### config.mk
export PLATFORM = sky130hd
export DESIGN_NAME = uart_cmd_parser_flat
export DESIGN_NICKNAME = d
export VERILOG_FILES = /design/src/rtl/uart_calc_pkg.sv /design/src/rtl/uart_cmd_parser_if.sv /design/src/rtl/hex_ascii_decode.sv /design/src/rtl/uart_cmd_parser.sv /design/src/flat_wrapper.sv
export SDC_FILE = /design/constraint.sdc
export NUM_CORES = 1
export LEC_CHECK = 0
export CORE_MARGIN = 2
export CORE_UTILIZATION = 35
export DETAILED_ROUTE_END_ITERATION = 16
export HOLD_SLACK_MARGIN = 0.15
export SYNTH_ARGS = -nofsm -noshare
export SYNTH_HDL_FRONTEND = slang
export SYNTH_SLANG_ARGS = --single-unit
### constraint.sdc
create_clock -name clk -period 4 [get_ports clk]
set_clock_uncertainty 0.1 [all_clocks]
set_input_delay 0.8 -clock clk [delete_from_list [all_inputs] [get_ports clk]]
set_output_delay 0.8 -clock clk [all_outputs]
set_load 0.01 [all_outputs]
### src/rtl/uart_calc_pkg.sv
// Shared types and constants for the UART calculator command front end:
// parser states, ASCII bytes of the frame grammar, operator/dtype/error codes.
// LOWERCASE_HEX_EN adds the lowercase type characters used by the parser.
package uart_calc_pkg;

  typedef enum logic [2:0] {
    ST_IDLE  = 3'd0,
    ST_SP1   = 3'd1,
    ST_TYPE  = 3'd2,
    ST_SP2   = 3'd3,
    ST_OPD1  = 3'd4,
    ST_OPD2  = 3'd5,
    ST_HOLD  = 3'd6,
    ST_FLUSH = 3'd7
  } state_e;

  localparam logic [7:0] CH_SPACE = 8'h20;
  localparam logic [7:0] CH_EQ    = 8'h3D;
  localparam logic [7:0] CH_I     = 8'h49;
  localparam logic [7:0] CH_S     = 8'h53;
  localparam logic [7:0] CH_U     = 8'h55;
  localparam logic [7:0] CH_LS    = 8'h73;
  localparam logic [7:0] CH_LU    = 8'h75;
  localparam logic [7:0] CH_PLUS  = 8'h2B;
  localparam logic [7:0] CH_MINUS = 8'h2D;
  localparam logic [7:0] CH_STAR  = 8'h2A;
  localparam logic [7:0] CH_SLASH = 8'h2F;

  localparam logic [2:0] OP_ADD = 3'd0;
  localparam logic [2:0] OP_SUB = 3'd1;
  localparam logic [2:0] OP_MUL = 3'd2;
  localparam logic [2:0] OP_DIV = 3'd3;

  localparam logic [1:0] DT_NONE     = 2'd0;
  localparam logic [1:0] DT_SIGNED   = 2'd1;
  localparam logic [1:0] DT_UNSIGNED = 2'd2;

  localparam logic [2:0] ERR_NONE    = 3'd0;
  localparam logic [2:0] ERR_FMT     = 3'd1;
  localparam logic [2:0] ERR_TYPE    = 3'd2;
  localparam logic [2:0] ERR_CHAR    = 3'd3;
  localparam logic [2:0] ERR_EMPTY   = 3'd4;
  localparam logic [2:0] ERR_OVF     = 3'd5;
  localparam logic [2:0] ERR_OVERRUN = 3'd6;

  // Returns {is_operator, operator_code}.
  function automatic logic [3:0] op_lookup(input logic [7:0] ch);
    case (ch)
      CH_PLUS:  return {1'b1, OP_ADD};
      CH_MINUS: return {1'b1, OP_SUB};
      CH_STAR:  return {1'b1, OP_MUL};
      CH_SLASH: return {1'b1, OP_DIV};
      default:  return 4'b0000;
    endcase
  endfunction

endpackage

### src/rtl/uart_cmd_parser_if.sv
// Byte-stream input, command valid/ready output and error report of the parser.
// slave = parser side, master = byte source / command consumer side.
interface uart_cmd_parser_if #(
  parameter int DATA_W = 16
);
  logic [7:0]        rx_data;
  logic              rx_valid;
  logic              cmd_valid;
  logic              cmd_ready;
  logic [1:0]        dtype;
  logic [2:0]        operator;
  logic [DATA_W-1:0] src1;
  logic [DATA_W-1:0] src2;
  logic              err_valid;
  logic [2:0]        err_code;

  modport slave (
    input  rx_data, rx_valid, cmd_ready,
    output cmd_valid, dtype, operator, src1, src2, err_valid, err_code
  );

  modport master (
    output rx_data, rx_valid, cmd_ready,
    input  cmd_valid, dtype, operator, src1, src2, err_valid, err_code
  );
endinterface

### src/rtl/hex_ascii_decode.sv
// Combinational ASCII hex digit decoder: byte -> {is_hex, nibble}, zero latency.
// Uppercase only unless LOWERCASE_HEX_EN is defined.
module hex_ascii_decode (
  input  logic [7:0] data_i,
  output logic       is_hex_o,
  output logic [3:0] nibble_o
);

  always_comb begin
    is_hex_o = 1'b0;
    nibble_o = 4'd0;
    if (data_i >= 8'h30 && data_i <= 8'h39) begin
      is_hex_o = 1'b1;
      nibble_o = data_i[3:0];
    end else if (data_i >= 8'h41 && data_i <= 8'h46) begin
      // 'A'..'F' have low nibble 1..6
      is_hex_o = 1'b1;
      nibble_o = data_i[3:0] + 4'd9;
    end
`ifdef LOWERCASE_HEX_EN
    else if (data_i >= 8'h61 && data_i <= 8'h66) begin
      is_hex_o = 1'b1;
      nibble_o = data_i[3:0] + 4'd9;
    end
`endif
  end

endmodule

### src/rtl/uart_cmd_parser.sv
// Parses "I T Hx..Hx<op>Hx..Hx=" frames from uart_rx into a held command; cmd_valid 1 cycle after '='.
// Holds the command until cmd_ready; bytes arriving while held are dropped with OVERRUN. Macro: LOWERCASE_HEX_EN.
module uart_cmd_parser
  import uart_calc_pkg::*;
#(
  parameter  int DATA_W  = 16,
  localparam int MAX_DIG = DATA_W / 4,
  localparam int CNT_W   = $clog2(MAX_DIG + 1)
) (
  input logic clk,
  input logic rst,
  uart_cmd_parser_if.slave bus
);

  localparam logic [CNT_W-1:0] CNT_MAX  = CNT_W'(MAX_DIG);
  localparam logic [CNT_W-1:0] CNT_ONE  = CNT_W'(1);
  localparam logic [CNT_W-1:0] CNT_ZERO = '0;

  state_e            state_q, state_d;
  logic [DATA_W-1:0] src1_q, src1_d;
  logic [DATA_W-1:0] src2_q, src2_d;
  logic [CNT_W-1:0]  cnt_q, cnt_d;
  logic [1:0]        dtype_q, dtype_d, dtype_pend_q, dtype_pend_d;
  logic [2:0]        op_q, op_d, op_pend_q, op_pend_d;
  logic              err_valid_q, err_valid_d;
  logic [2:0]        err_code_q, err_code_d;

  logic       is_hex;
  logic [3:0] nibble;
  logic       is_op;
  logic [2:0] op_code;
  logic       type_s, type_u;
  logic       is_eq;
  logic       hold_ack;
  state_e     cur_state;
  logic       raise_err;
  logic [2:0] err_sel;

  hex_ascii_decode u_hex (
    .data_i   (bus.rx_data),
    .is_hex_o (is_hex),
    .nibble_o (nibble)
  );

  assign {is_op, op_code} = op_lookup(bus.rx_data);
  assign is_eq = (bus.rx_data == CH_EQ);

`ifdef LOWERCASE_HEX_EN
  assign type_s = (bus.rx_data == CH_S) || (bus.rx_data == CH_LS);
  assign type_u = (bus.rx_data == CH_U) || (bus.rx_data == CH_LU);
`else
  assign type_s = (bus.rx_data == CH_S);
  assign type_u = (bus.rx_data == CH_U);
`endif

  assign hold_ack = (state_q == ST_HOLD) && bus.cmd_ready;

  always_ff @(posedge clk) begin
    if (rst) begin
      state_q      <= ST_IDLE;
      src1_q       <= '0;
      src2_q       <= '0;
      cnt_q        <= '0;
      dtype_q      <= DT_NONE;
      dtype_pend_q <= DT_NONE;
      op_q         <= OP_ADD;
      op_pend_q    <= OP_ADD;
      err_valid_q  <= 1'b0;
      err_code_q   <= ERR_NONE;
    end else begin
      state_q      <= state_d;
      src1_q       <= src1_d;
      src2_q       <= src2_d;
      cnt_q        <= cnt_d;
      dtype_q      <= dtype_d;
      dtype_pend_q <= dtype_pend_d;
      op_q         <= op_d;
      op_pend_q    <= op_pend_d;
      err_valid_q  <= err_valid_d;
      err_code_q   <= err_code_d;
    end
  end

  always_comb begin
    state_d      = state_q;
    src1_d       = src1_q;
    src2_d       = src2_q;
    cnt_d        = cnt_q;
    dtype_d      = dtype_q;
    dtype_pend_d = dtype_pend_q;
    op_d         = op_q;
    op_pend_d    = op_pend_q;
    err_valid_d  = 1'b0;
    err_code_d   = err_code_q;
    raise_err    = 1'b0;
    err_sel      = ERR_NONE;

    // A handshake frees HOLD this cycle, so a coincident byte starts the next frame.
    cur_state = hold_ack ? ST_IDLE : state_q;
    if (hold_ack) state_d = ST_IDLE;

    if (bus.rx_valid) begin
      case (cur_state)
        ST_IDLE: begin
          if (bus.rx_data == CH_I) state_d = ST_SP1;
          else begin raise_err = 1'b1; err_sel = ERR_FMT; end
        end
        ST_SP1: begin
          if (bus.rx_data == CH_SPACE) state_d = ST_TYPE;
          else begin raise_err = 1'b1; err_sel = ERR_CHAR; end
        end
        ST_TYPE: begin
          if (type_s) begin
            dtype_pend_d = DT_SIGNED;
            state_d      = ST_SP2;
          end else if (type_u) begin
            dtype_pend_d = DT_UNSIGNED;
            state_d      = ST_SP2;
          end else begin
            raise_err = 1'b1;
            err_sel   = ERR_TYPE;
          end
        end
        ST_SP2: begin
          if (bus.rx_data == CH_SPACE) begin
            src1_d  = '0;
            cnt_d   = CNT_ZERO;
            state_d = ST_OPD1;
          end else begin
            raise_err = 1'b1;
            err_sel   = ERR_CHAR;
          end
        end
        ST_OPD1: begin
          if (is_hex) begin
            if (cnt_q == CNT_MAX) begin raise_err = 1'b1; err_sel = ERR_OVF; end
            else begin
              src1_d = {src1_q[DATA_W-5:0], nibble};
              cnt_d  = cnt_q + CNT_ONE;
            end
          end else if (is_op) begin
            if (cnt_q == CNT_ZERO) begin raise_err = 1'b1; err_sel = ERR_EMPTY; end
            else begin
              op_pend_d = op_code;
              cnt_d     = CNT_ZERO;
              src2_d    = '0;
              state_d   = ST_OPD2;
            end
          end else begin
            raise_err = 1'b1;
            err_sel   = ERR_CHAR;
          end
        end
        ST_OPD2: begin
          if (is_hex) begin
            if (cnt_q == CNT_MAX) begin raise_err = 1'b1; err_sel = ERR_OVF; end
            else begin
              src2_d = {src2_q[DATA_W-5:0], nibble};
              cnt_d  = cnt_q + CNT_ONE;
            end
          end else if (is_eq) begin
            if (cnt_q == CNT_ZERO) begin raise_err = 1'b1; err_sel = ERR_EMPTY; end
            else begin
              dtype_d = dtype_pend_q;
              op_d    = op_pend_q;
              state_d = ST_HOLD;
            end
          end else begin
            raise_err = 1'b1;
            err_sel   = ERR_CHAR;
          end
        end
        ST_HOLD: begin
          err_valid_d = 1'b1;
          err_code_d  = ERR_OVERRUN;
        end
        ST_FLUSH: begin
          if (is_eq) state_d = ST_IDLE;
        end
        default: state_d = ST_IDLE;
      endcase
    end

    // A frame that dies on its own '=' is already resynchronised.
    if (raise_err) begin
      err_valid_d = 1'b1;
      err_code_d  = err_sel;
      state_d     = is_eq ? ST_IDLE : ST_FLUSH;
    end
  end

  always_comb begin
    bus.cmd_valid = (state_q == ST_HOLD);
    bus.dtype     = dtype_q;
    bus.operator  = op_q;
    bus.src1      = src1_q;
    bus.src2      = src2_q;
    bus.err_valid = err_valid_q;
    bus.err_code  = err_code_q;
  end

endmodule

### src/flat_wrapper.sv
// flat-port wrapper written by rule: the top's interface ports become plain ports
module uart_cmd_parser_flat import uart_calc_pkg::*;
#(
  parameter  int DATA_W  = 16,
  localparam int MAX_DIG = DATA_W / 4,
  localparam int CNT_W   = $clog2(MAX_DIG + 1)
)
  (clk, rst, bus_rx_data, bus_rx_valid, bus_cmd_ready, bus_cmd_valid, bus_dtype, bus_operator, bus_src1, bus_src2, bus_err_valid, bus_err_code);
  uart_cmd_parser_if #(.DATA_W(DATA_W)) bus_i ();
  input logic clk;
  input logic rst;
  input wire logic [$bits(bus_i.rx_data)-1:0] bus_rx_data;
  input wire logic [$bits(bus_i.rx_valid)-1:0] bus_rx_valid;
  input wire logic [$bits(bus_i.cmd_ready)-1:0] bus_cmd_ready;
  output wire logic [$bits(bus_i.cmd_valid)-1:0] bus_cmd_valid;
  output wire logic [$bits(bus_i.dtype)-1:0] bus_dtype;
  output wire logic [$bits(bus_i.operator)-1:0] bus_operator;
  output wire logic [$bits(bus_i.src1)-1:0] bus_src1;
  output wire logic [$bits(bus_i.src2)-1:0] bus_src2;
  output wire logic [$bits(bus_i.err_valid)-1:0] bus_err_valid;
  output wire logic [$bits(bus_i.err_code)-1:0] bus_err_code;
  assign bus_i.rx_data = bus_rx_data;
  assign bus_i.rx_valid = bus_rx_valid;
  assign bus_i.cmd_ready = bus_cmd_ready;
  assign bus_cmd_valid = bus_i.cmd_valid;
  assign bus_dtype = bus_i.dtype;
  assign bus_operator = bus_i.operator;
  assign bus_src1 = bus_i.src1;
  assign bus_src2 = bus_i.src2;
  assign bus_err_valid = bus_i.err_valid;
  assign bus_err_code = bus_i.err_code;
  uart_cmd_parser #(.DATA_W(DATA_W)) u_core (.clk(clk), .rst(rst), .bus(bus_i));
endmodule
# Word level (Yosys, flattened, before mapping)
# Index checks and enable logic that the tools add are counted.
[word_totals]
register_bits = 52
input_bits = 12
[classes]
n_reduce_logical = 19
n_addsub = 2
order_cmp = 4
eq_ne = 28
mux = 71
n_bitwise = 2
[ops]
columns = ["operator", "count"]
rows = [
  ["$mux 16", 8],
  ["$mux 3", 33],
  ["$pmux 16 s2", 2],
  ["$eq 8x6->1 const B", 6],
  ["$eq 8x7->1 const B", 3],
  ["$pmux 3 s7", 1],
  ["$eq 3x3->1 const B", 6],
  ["$mux 1", 17],
  ["$pmux 4 s4", 1],
  ["$pmux 3 s5", 1],
  ["$reduce_and 5->1", 3],
  ["$reduce_bool 2->1", 5],
  ["$pmux 3 s3", 1],
  ["$ge 8x6->1 const B", 1],
  ["$ge 8x7->1 const B", 1],
  ["$le 8x6->1 const B", 1],
  ["$le 8x7->1 const B", 1],
  ["$mux 2", 4],
  ["$mux 4", 2],
  ["$ne 2x1->1 const B", 4],
  ["$ne 2x2->1 const B", 4],
  ["$reduce_and 7->1", 1],
  ["$eq 3x2->1 const B", 2],
  ["$logic_not 3->1", 2],
  ["other kinds (13)", 16],
]

# Depth between registers and ports, before layout
# Gate-level depths: netlist of run 1.
[logic_depth]
depth_word = 9
ltp_mapped = 9
depth_no_buf = 8

# By module
# Synthesis of run 1 repeated with hierarchy kept, for this count alone.
[unflattened]
hier_cells = 350
area_unflattened_um2 = 2628.8
[by_module_without_submodules]
columns = ["mod", "n_inst", "area_per_inst_um2", "cells_each"]
rows = [
  ["uart_cmd_parser", 1, 2457.4, 326],
  ["hex_ascii_decode", 1, 171.4, 24],
]

# Worst setup path after synthesis of run 1
# No wires, ideal clock.
[synth_timing]
path_type = "input port to flip-flop"
startpoint = "input port bus_rx_data[1]"
endpoint = "register u_core.src2_q[10] (netlist: u_core.bus.src2[10])"
setup_time_ns = 0.132
arrival_ns = 2.460
path_stages = 9
path_slack_ns = 1.308
path_cell_list = "inv_1 ha_1 mux2i_1 a2111oi_4 nand2_1 a21o_1 clkbuf_1 nand2_1 a21oi_1"
[synth_between]
elab_chain_cells = 6
[synth_rtl]
columns = ["item", "line", "source"]
rows = [
  ["from (decl)", "flat_wrapper.sv:12", "input wire logic [$bits(bus_i.rx_data)-1:0] bus_rx_data;"],
  ["$ge 8x7->1 / $le 8x7->1 (equally long branches)", "hex_ascii_decode.sv:15", "end else if (data_i >= 8'h41 && data_i <= 8'h46) begin"],
  ["$logic_and 1x1->1", "hex_ascii_decode.sv:15", ""],
  ["$mux 1", "hex_ascii_decode.sv:15", ""],
  ["$mux 1", "hex_ascii_decode.sv:12", "if (data_i >= 8'h30 && data_i <= 8'h39) begin"],
  ["$ne 2x2->1 (no line) / $ne 2x1->1 (equally long branches)", "-", ""],
  ["$reduce_and 7->1 (no line) (*)", "-", ""],
  ["to (signal assigned)", "uart_cmd_parser.sv:73", "src2_q <= src2_d;"],
  ["to (decl)", "uart_cmd_parser.sv:21", "logic [DATA_W-1:0] src2_q, src2_d;"],
]
# Every way passes the cells marked *; elsewhere a longest branch is shown, timed or not.
# A chain may end at the register's enable or synchronous reset.

# Worst setup path after layout of run 1
[layout_timing]
startpoint = "input port bus_rx_data[1]"
endpoint = "register u_core.src1_q[1] (netlist: u_core.bus.src1[1])"
[layout_between]
elab_chain_cells = 7
[layout_rtl]
columns = ["item", "line", "source"]
rows = [
  ["$ge 8x7->1 / $le 8x7->1 (equally long branches)", "hex_ascii_decode.sv:15", ""],
  ["$logic_and 1x1->1", "hex_ascii_decode.sv:15", ""],
  ["$mux 4", "hex_ascii_decode.sv:15", ""],
  ["$mux 4", "hex_ascii_decode.sv:12", ""],
  ["$mux 16", "uart_cmd_parser.sv:136", "if (cnt_q == CNT_MAX) begin raise_err = 1'b1; err_sel = ERR_OVF; end"],
  ["$mux 16", "uart_cmd_parser.sv:135", "if (is_hex) begin"],
  ["$pmux 16 s2", "uart_cmd_parser.sv:103", "case (cur_state)"],
  ["to (signal assigned)", "uart_cmd_parser.sv:72", "src1_q <= src1_d;"],
  ["to (decl)", "uart_cmd_parser.sv:20", "logic [DATA_W-1:0] src1_q, src1_d;"],
]
# Parallel ways exist; a longest one is shown, timed or not. The select of a mux whose other input is x is not followed.

==> impl_metrics.tcl, run 1 <==
set metrics [dict create \
    outcome "finished clean" \
    seqCellArea_um2 1000 \
    slew_viol_final 0 \
    start_util_pct 35.6 \
    criticalPathCategory "in -> reg" \
    netlist_area_um2 2710 \
    p_sw_mw 0.405 \
    cts_root_buffer "clkbuf_8" \
    grt_use_total_pct 16.4 \
    cts_resized 0 \
    die_area_um2 8450 \
    grt_setup_unrepaired "false" \
    ctsHtreeMaxLevel 2 \
    dp_hpwl_um 4800 \
    synth_edf_count 0 \
    ys_seq_area_share_pct 37.0 \
    grt-ovfl-total 0 \
    powerDensity_nw_per_um2 368 \
    pwr-share-comb_pct 25.6 \
    vias 2505 \
    area_growth_pct 25.1 \
    placementRows 32 \
    period_share_pct 88.2 \
    ys_types 62 \
    postSynth.asyncResetShare_pct 0 \
    period_minus_slack_ns 3.53 \
    ff2ff_path_depth 5 \
    ys_warn_count 0 \
    hold_violations 0 \
    cts.sink_count 50 \
    numPortBuffers 52 \
    wl_per_cell_um 14.3 \
    die_x_um 91.9 \
    ios 54 \
    synth_seq_cells 50 \
    ant_nets 0 \
    rrSetupSlack_ns 1.29 \
    cp.arrival_ns 3.67 \
    place_inst 466 \
    worst_setup_path_end_kind "flop" \
    p_sw_share_pct 32.6 \
    internal-power_mw 0.838 \
    drc 0 \
    first_global_vias 2341 \
    startpoint_type "primary input" \
    nets 390 \
    synth_cells 330 \
    vias_per_cell 5.30 \
    worst_slew_pin_slew_ns 1.09 \
    final_core_util_pct 44.5 \
    syn_avg_cell_area_um2 8.20 \
    n_antenna_cell 0 \
    dr.pass1.iters 5 \
    clock_latency_ns 0.30 \
    multi_input_area_um2 1560 \
    min_path_cells 2 \
    fin_hold_ws_ns 0.357 \
    final_cell_area_um2 3380 \
    max_slew_margin_pct 26.6 \
    preCtsSetupSlack_ns 0.195 \
    power.share.sequential_pct 46.5 \
    die_h_um 91.9 \
    wl_um 6750 \
    maxCapViolCount 0 \
    synthFlopType "dfxtp_1" \
    gp_congestion 0.857 \
    grt_max_degree 49 \
    cts_setup_buffers 0 \
    syn_nets 349 \
    setup_viol 0 \
    core_area_um2 7610 \
    setup_slack_ns 0.472 \
    tns_ns 0 \
    power_frac_clock_pct 27.9 \
    cts_tree "built" \
    worstPathRequired_ns 4.14 \
    p_total_mw 1.24 \
    antenna_found_initial 0 \
    instances_no_fill 473 \
    drive_above_1_share_pct 5.93 \
    clockBufferDepth 2 \
    postCtsHoldBufs 0 \
    fmax_ghz 0.283 \
    cts_buffers 5 \
    path_max_fanout 16 \
    grt_pass1_wl_um 11400 \
    max-vdd-ir-drop_mv 0.211 \
    n_fill_cell 745 \
    hold_path_class "reg -> reg" \
    path_clk_slew_ns 0.09 \
    drtIter0Drc 133 \
    place_area_um2 3280 \
    p_leak_nw 1.13 \
]
## power groups by stage
stage          logic, mW  registers [mW]  clock network (mW)
4_1_cts            0.317           0.577               0.360
3_5_place_dp       0.315           0.588                   0
2_1_floorplan      0.250           0.558                   0
5_1_grt            0.352           0.584               0.386
3_3_place_gp       0.315           0.591                   0
6_report           0.319           0.578               0.347
## per-layer routing
layer | share of wire [%] | up-vias | global-route usage (%)
met4 | 0.67 | 0 | 4.60
met3 | 3.9 | 4 | 3.37
met5 | 0 | - | 0
li1 | - | 1269 | -
met2 | 44 | 52 | 23.6
met1 | 52 | 1180 | 24.6
## worst paths after layout
path | from | end
hold / removal | u_core.bus.src2[14] | u_core.bus.src2[14]
setup reg to reg | u_core.state_q[0] | u_core.bus.src1[1]
setup / recovery | bus_rx_data[1] | u_core.bus.src1[1]
hold reg to reg | u_core.bus.src2[14] | u_core.bus.src2[14]
## synth_stat cells, drive strengths merged (5+ instances only)
cell | number | area [um2]
inv | 13 | 48.8
dfxtp | 50 | 1000
nand2b | 5 | 31.3
nand2 | 32 | 123
o21ai | 18 | 90.1
nand4 | 6 | 37.5
a22oi | 15 | 113
clkbuf | 15 | 56.3
buf | 5 | 36.3
mux2i | 7 | 70.1
nand3 | 18 | 90.1
nor4 | 5 | 46.3
and3 | 6 | 37.5
nor2 | 36 | 135
ha | 7 | 87.6
a21oi | 30 | 161
## registers in the layout, indices dropped and copies added (netlist names)
register and flops:
u_core.bus.dtype 2, u_core.bus.err_code 3, u_core.bus.err_valid 1, u_core.bus.operator 2, u_core.bus.src1 16, u_core.bus.src2 16, u_core.cnt_q 3, u_core.dtype_pend_q 2
u_core.op_pend_q 2, u_core.state_q 3
## cell type report
| class | instances | share of cell area, % |
|---|---|---|
| clock inverter | 2 | 1.15 |
| inverter | 13 | 1.44 |
| clock buffer | 5 | 2.03 |
| multi-input combinational | 247 | 46.2 |
| tap | 102 | 3.77 |
| timing repair buffer | 54 | 15.8 |
| sequential | 50 | 29.6 |
## cells by family (layout without fill, tap and decap cells)
family / Yosys count / after routing / synth area share [%]
compound gates: 94 / 94 / 24.5
xor+xnor: 2 / 2 / 0.648
mux: 8 / 8 / 3.01
fa+ha+maj: 7 / 7 / 3.24
other cells: 1 / 1 / 0.139
flops: 50 / 50 / 37.0
simple gates: 135 / 135 / 26.2
buf+inv: 33 / 74 / 5.23
## worst max-delay path, cell delays in order
cell             delay (ns)
clkdlybuf4s50_1        0.55
inv_1                  0.11
ha_1                   0.27
nor3b_1                0.44
o41a_1                 0.24
nor4_1                 0.07
o21ai_1                0.84
a22oi_1                0.21
nor2_1                 0.13
## cells in the final DEF, fill, tap and decap left out, types with 2 or more instances in the layout
master	instances
nor4_1	4
nor3b_1	3
a22oi_1	15
inv_1	13
a21oi_1	29
nand2b_1	5
nand3_1	18
nor4b_2	2
a21boi_1	2
clkdlybuf4s50_1	52
buf_4	2
dfxtp_1	50
o2111ai_1	3
clkbuf_8	5
and3_1	6
a21o_1	3
nand2_1	31
nor2b_1	4
or2_2	2
o211ai_1	2
ha_1	7
o21ai_0	10
nor2_1	36
o21a_1	3
nand4_1	6
o31ai_1	2
and2_1	4
o21ai_1	8
nor3_1	4
mux2i_1	7
No activity file was read; power rests on OpenSTA's default activity.
==> run 2, diff against run 1 <==
SLEW_MARGIN = 20   (was unset)
==> results of run 2 <==
The final DEF is identical to that of run 1; final timing and power are the same.
==> run 3, diff against run 2 <==
TNS_END_PERCENT = 1   (was unset)
==> results of run 3 <==
The final DEF is identical to that of run 1; final timing and power are the same.
